<file path="config.mk">
export PLATFORM = sky130hd
export DESIGN_NAME = ifmap_bram_reader
export DESIGN_NICKNAME = d
export VERILOG_FILES = /design/src/rtl/cnn_mem_pkg.sv /design/src/rtl/sync_fifo.sv /design/src/rtl/ifmap_bram_reader.sv
export SDC_FILE = /design/constraint.sdc
export NUM_CORES = 1
export LEC_CHECK = 0
export CORE_ASPECT_RATIO = 1.4
export CORE_UTILIZATION = 57
export CTS_BUF_LIST = sky130_fd_sc_hd__clkbuf_16
export CTS_CLUSTER_DIAMETER = 40
export DETAILED_ROUTE_END_ITERATION = 10
export HOLD_SLACK_MARGIN = 0.05
export PLACE_DENSITY = 0.86
export SYNTH_ARGS = -nofsm -noshare
export SYNTH_HDL_FRONTEND = slang
export SYNTH_SLANG_ARGS = --single-unit
</file>
<file path="constraint.sdc">
create_clock -name clk -period 6.7 [get_ports clk]
set_input_delay 1.005 -clock clk [delete_from_list [all_inputs] [get_ports clk]]
set_output_delay 1.005 -clock clk [all_outputs]
set_load 0.01 [all_outputs]
</file>
<file path="src/rtl/cnn_mem_pkg.sv">
// cnn_mem_pkg: shared BRAM geometry constants and the ifmap reader state encoding
package cnn_mem_pkg;
    localparam int BRAM_DATA_W = 32;
    localparam int BRAM_ADDR_W = 32;
    localparam int BRAM_WE_W   = 4;
    localparam int WORD_STRIDE = 4;
    typedef enum logic [1:0] {IDLE, READ, DRAIN, DONE} rd_state_t;
endpackage

</file>
<file path="src/rtl/sync_fifo.sv">
// sync_fifo: single-clock return buffer with a zeroed head while empty
module sync_fifo
    import cnn_mem_pkg::*;
#(
    parameter int DATA_W = BRAM_DATA_W,
    parameter int DEPTH  = 4
) (
    input  logic                     clk,
    input  logic                     rst,
    input  logic                     push,
    input  logic                     pop,
    input  logic [DATA_W-1:0]        din,
    output logic [DATA_W-1:0]        dout,
    output logic                     full,
    output logic                     empty,
    output logic [$clog2(DEPTH):0]   count
);
    localparam int AW = $clog2(DEPTH);
    logic [DATA_W-1:0] mem [DEPTH];
    logic [AW-1:0] wr_ptr, rd_ptr;
    logic do_push, do_pop;
    assign full    = count == (AW+1)'(DEPTH);
    assign empty   = count == '0;
    assign do_pop  = pop & ~empty;
    assign do_push = push & (~full | do_pop);
    assign dout    = empty ? '0 : mem[rd_ptr];
    always_ff @(posedge clk) begin
        if (do_push) mem[wr_ptr] <= din;
    end
    always_ff @(posedge clk) begin
        if (rst) begin
            wr_ptr <= '0;
            rd_ptr <= '0;
            count  <= '0;
        end else begin
            if (do_push) wr_ptr <= wr_ptr + 1'b1;
            if (do_pop) rd_ptr <= rd_ptr + 1'b1;
            count <= count + (AW+1)'(do_push) - (AW+1)'(do_pop);
        end
    end
endmodule

</file>
<file path="src/rtl/ifmap_bram_reader.sv">
// ifmap_bram_reader: streams a contiguous BRAM block onto a valid/ready stream
module ifmap_bram_reader
    import cnn_mem_pkg::*;
#(
    parameter int DATA_W      = BRAM_DATA_W,
    parameter int ADDR_W      = BRAM_ADDR_W,
    parameter int LEN_W       = 16,
    parameter int ADDR_STRIDE = WORD_STRIDE,
    parameter int READ_LAT    = 1,
    parameter int FIFO_DEPTH  = 4
) (
    input  logic                 clk,
    input  logic                 rst,
    input  logic                 start,
    input  logic [ADDR_W-1:0]    base_addr,
    input  logic [LEN_W-1:0]     num_words,
    output logic                 busy,
    output logic                 done,
    output logic [ADDR_W-1:0]    bram_addr,
    output logic                 bram_en,
    output logic [BRAM_WE_W-1:0] bram_we,
    output logic [DATA_W-1:0]    bram_din,
    input  logic [DATA_W-1:0]    bram_dout,
    output logic [DATA_W-1:0]    m_data,
    output logic                 m_valid,
    input  logic                 m_ready
);
    localparam int CW = $clog2(FIFO_DEPTH) + 1;
    rd_state_t state;
    logic [LEN_W-1:0] num_q, issued, accepted, accepted_nx;
    logic [READ_LAT-1:0] pipe;
    logic [READ_LAT:0] pipe_ext;
    logic [CW-1:0] fifo_count, inflight;
    logic fifo_full, fifo_empty, push, pop;
    always_comb begin
        inflight = '0;
        for (int i = 0; i < READ_LAT; i++) inflight = inflight + CW'(pipe[i]);
    end
    // credit covers every read not yet popped, so the FIFO can never overflow
    assign bram_en     = (state == READ) && ((fifo_count + inflight) < CW'(FIFO_DEPTH));
    assign bram_we     = '0;
    assign bram_din    = '0;
    assign pipe_ext    = {pipe, bram_en};
    assign push        = pipe[READ_LAT-1];
    assign m_valid     = ~fifo_empty;
    assign pop         = m_valid & m_ready;
    assign accepted_nx = accepted + LEN_W'(pop);
    sync_fifo #(.DATA_W(DATA_W), .DEPTH(FIFO_DEPTH)) u_fifo (
        .clk   (clk),
        .rst   (rst),
        .push  (push),
        .pop   (pop),
        .din   (bram_dout),
        .dout  (m_data),
        .full  (fifo_full),
        .empty (fifo_empty),
        .count (fifo_count)
    );
    always_ff @(posedge clk) begin
        if (rst) begin
            state     <= IDLE;
            busy      <= 1'b0;
            done      <= 1'b0;
            bram_addr <= '0;
            num_q     <= '0;
            issued    <= '0;
            accepted  <= '0;
            pipe      <= '0;
        end else begin
            done <= 1'b0;
            pipe <= pipe_ext[READ_LAT-1:0];
            if (bram_en) begin
                bram_addr <= bram_addr + ADDR_W'(ADDR_STRIDE);
                issued    <= issued + 1'b1;
            end
            if (pop) accepted <= accepted_nx;
            case (state)
                IDLE: if (start) begin
                    bram_addr <= base_addr;
                    num_q     <= num_words;
                    issued    <= '0;
                    accepted  <= '0;
                    busy      <= num_words != '0;
                    done      <= num_words == '0;
                    state     <= num_words == '0 ? DONE : READ;
                end
                READ:  if (bram_en && issued + 1'b1 == num_q) state <= DRAIN;
                DRAIN: if (pop && accepted_nx == num_q) begin
                    state <= DONE;
                    busy  <= 1'b0;
                    done  <= 1'b1;
                end
                default: state <= IDLE;
            endcase
        end
    end
    a_no_overflow: assert property (@(posedge clk) disable iff (rst) !(push && fifo_full && !pop));
endmodule

</file>
==> summary.md <==
| Metric | Value |
|---|---|
| Critical Path Source | `u_fifo.count[1]$_SDFF_PP0_` |
| Layout Cells excl Fill | `1,290` |
| Vias in the first global route | `7,190` |
| Grt ovf | `0` |
| H-tree depth | `1` |
| R2R Path End | `state[1]$_SDFFE_PP0P_` |
| Crit Path Category | `flop to flop` |
| Startpoint types | `flop` |
| EDFF count, synth | `128` |
| Dpl hpwl | `15,700 µm` |
| Global-route wire length before repair | `roughly 37,000 µm` |
| Max_slew headroom | `30.9%` |
| Most numerous cell in the Yosys netlist | `edfxtp_1` |
| RD Place Congestion | `0.888` |
| Share of the synthesized area in the top cell type | `between 30% and 40%` |
| All-Layer GR Usage | `25.6%` |
| Core area | `0.0175 mm²` |
| R2R cell count | `13` |
| Setup violators final | `0` |
| Period utilization | `69.8%` |
| Netlist cell types | `65` |
| CP max FO | `34` |
| Die W | `116 µm` |
| Final net count | `~1.1k` |
| Worst-Margin Slew | `1.04 ns` |
| Final Util | `72.6%` |
| Share of layout cells above drive strength 1 | `9.20%` |
| Vias per Instance | `5.62` |
| F_max | `214 MHz` |
| Worst setup path endpoint | `state[1]$_SDFFE_PP0P_` |
| CP Data Arrival Time | `5.14 ns` |
| Initial antenna violation count | `0` |
| Synth area leaders | `edfxtp_1 37%, dfxtp_1 18%, mux4_2 7.0%, xnor2_1 4.5%, nor2_1 3.4%` |
| Unrepaired setup endpoints after global routing | `no` |
| Worst Hold Margin | `0.452 ns` |
| Setup TNS | `0 ns` |
| Overall power | `~4.4 mW` |
| Synth Instances | `895` |
| FFs w/ async S/R, synth | `0%` |
| Worst Path Required | `7.16 ns` |
| Bufs on Longest Clock Path | `3` |
| Fin. max-slew vios | `0` |
| Post-Syn Area | `0.0103 mm²` |
| Total wire length | `~24,000 µm` |
| Initial core utilization | `around three fifths` |
| Syn-to-layout area delta | `23.1%` |
| Post-CTS Hold Buffers | `0` |
| Die area | `around 0.019 mm²` |
| Placed Cells | `1,244` |
| Setup Buffers After CTS | `0` |
| Reg2Reg Setup Slack | `2.02 ns` |
| I/O Pins | `188` |
| Flops & latches, synth | `222` |
| P_leak | `4.33 nW` |
| CP Capture Type | `flop` |
| Synth Flop Type | `edfxtp_1` |
| Clock root cell | `clkbuf_16` |
| VDD IR-drop max | `between 0.00015 and 0.0002 V` |
| Router iterations before antenna repair | `5` |
| Clock Latency Late Sink | `0.53 ns` |
| Pin count of the biggest net entering global routing | `between 60 and 70` |
| FP Rows | `57` |
| R2r startpoint | `u_fifo.count[1]$_SDFF_PP0_` |
| Ys Warns | `0` |
| Max-cap violations | `0` |
| Die height | `approximately 160 µm` |
| Post-cts resize count | `0` |
| Pwr dens | `approximately 350 mW/mm²` |
| Status | `complete, no violations` |
| Via count | `7,255` |
| Port Buffers | `around 150` |
| Final Hold Vio Count | `0` |
| Inserted Clock Buffers | `25` |
| Worst Hold Class | `flop to flop` |
| Post-synth top area cell | `edfxtp_1` |
| Clk_skew | `0.0114 ns` |
| CTS sink cnt | `around 220` |
| CTS tree | `done` |
| Synth Area per Inst | `11.6 µm²` |
| Antenna diodes | `0` |
| WL per Instance | `18.4 µm` |
| Initial DRC Count | `582` |
| DRC | `0` |
| Sequential share of the synthesized area | `55.3%` |
| Clock-pin transition on the worst setup and hold timing paths | `0.06 ns` |
| Remaining antenna violation count after routing | `0` |
| Commonest cells post-synth | `128 x edfxtp_1, 94 x dfxtp_1, 94 x nor2_1, 74 x nand2_1, 53 x xnor2_1` |
| Final min period | `~4.7 ns` |
[layout make-up]
cell class                      instances  area [µm²]
Inverter                               18        68.8
Timing Repair Buffer                  162        1590
Sequential cell                       222        5730
Tap cell                              236         295
Clock buffer                           25         626
Clock inverter                         21         223
Multi-Input combinational cell        606        4210
Fill cell                            1168        4800
[metrics by stage]
step,setup slack (ns),cell area (µm²)
final,2.02,12700
after detailed placement,1.91,11900
after floorplan,2.95,10500
after global placement,2.01,11900
after CTS,2.01,12700
after global routing,1.72,12700
[layer usage]
metal	routed length (µm)	up-vias	global-route usage, %
met5	0	-	0
met4	948	0	11.2
met3	1340	68	4.43
met2	12800	251	47.1
met1	8660	3492	28.4
li1	-	3444	-
[cells in the final DEF, fill, tap and decap left out, types with 7 or more instances in the layout]
master	n
or3_1	12
nand3_1	26
mux4_2	32
xnor2_1	53
inv_1	20
and3_1	7
nand2_1	73
nor4_1	7
nor3_1	18
o21ai_0	12
dfxtp_1	93
ha_1	14
nor2_1	94
and4_1	8
clkbuf_16	25
xor2_1	39
a21oi_1	30
a211oi_1	24
and2_1	41
buf_4	11
edfxtp_1	128
conb_1	36
clkdlybuf4s50_1	150
nand4_1	14
a311oi_1	9
[critical path, cell delays in order (launching register included)]
cell and delay (ns):
dfxtp_1 0.45, or3_1 0.84, nand2_4 0.20, inv_1 0.10
ha_1 0.22, ha_1 0.29, nand2_1 0.17, or3_1 0.39
a2111oi_2 0.44, o21ai_1 0.12, or4_1 0.48, a22o_1 0.26
or4_1 0.50, a21oi_1 0.13
[cell families (layout without fill, tap and decap cells)]
logic type / Yosys count / after routing / synth area share (%)
AOI/OAI and AO/OA: 107 / 107 / 7.05
xor gates and xnor gates: 92 / 92 / 7.79
adders and majority gates: 15 / 15 / 1.89
buffers and inverters: 102 / 226 / 5.27
DFF: 222 / 222 / 55.3
muxes: 33 / 33 / 7.06
other: 1 / 36 / 0.0362
and+or+nand+nor: 323 / 323 / 15.6
[how the worst min path moves through the flow]
stage,start,to,cells after the start
finish,bram_addr[0]$_SDFFE_PP0P_,bram_addr[0]$_SDFFE_PP0P_,2
global placement,bram_addr[0]$_SDFFE_PP0P_,bram_addr[0]$_SDFFE_PP0P_,2
CTS,bram_addr[0]$_SDFFE_PP0P_,bram_addr[0]$_SDFFE_PP0P_,2
detailed placement,bram_addr[0]$_SDFFE_PP0P_,bram_addr[0]$_SDFFE_PP0P_,2
floorplan,issued[11]$_SDFF_PP0_,issued[11]$_SDFF_PP0_,2
global route,bram_addr[0]$_SDFFE_PP0P_,bram_addr[0]$_SDFFE_PP0P_,2
[state kept, by name, indices dropped and copies added, names as in the netlist, named ones only]
register,flops
accepted,16
bram_addr,32
busy,1
done,1
issued,16
num_q,16
pipe,1
state,2
u_fifo.count,3
u_fifo.mem,128
u_fifo.rd_ptr,2
u_fifo.wr_ptr,2
[report_power, final]
| group | total, mW | switching [mW] | internal [mW] |
|---|---|---|---|
| clock | 1.39 | 0.572 | 0.816 |
| combinational | 1.33 | 0.644 | 0.683 |
| sequential | 1.70 | 0.122 | 1.57 |
No activity file was read; power rests on OpenSTA's default activity.
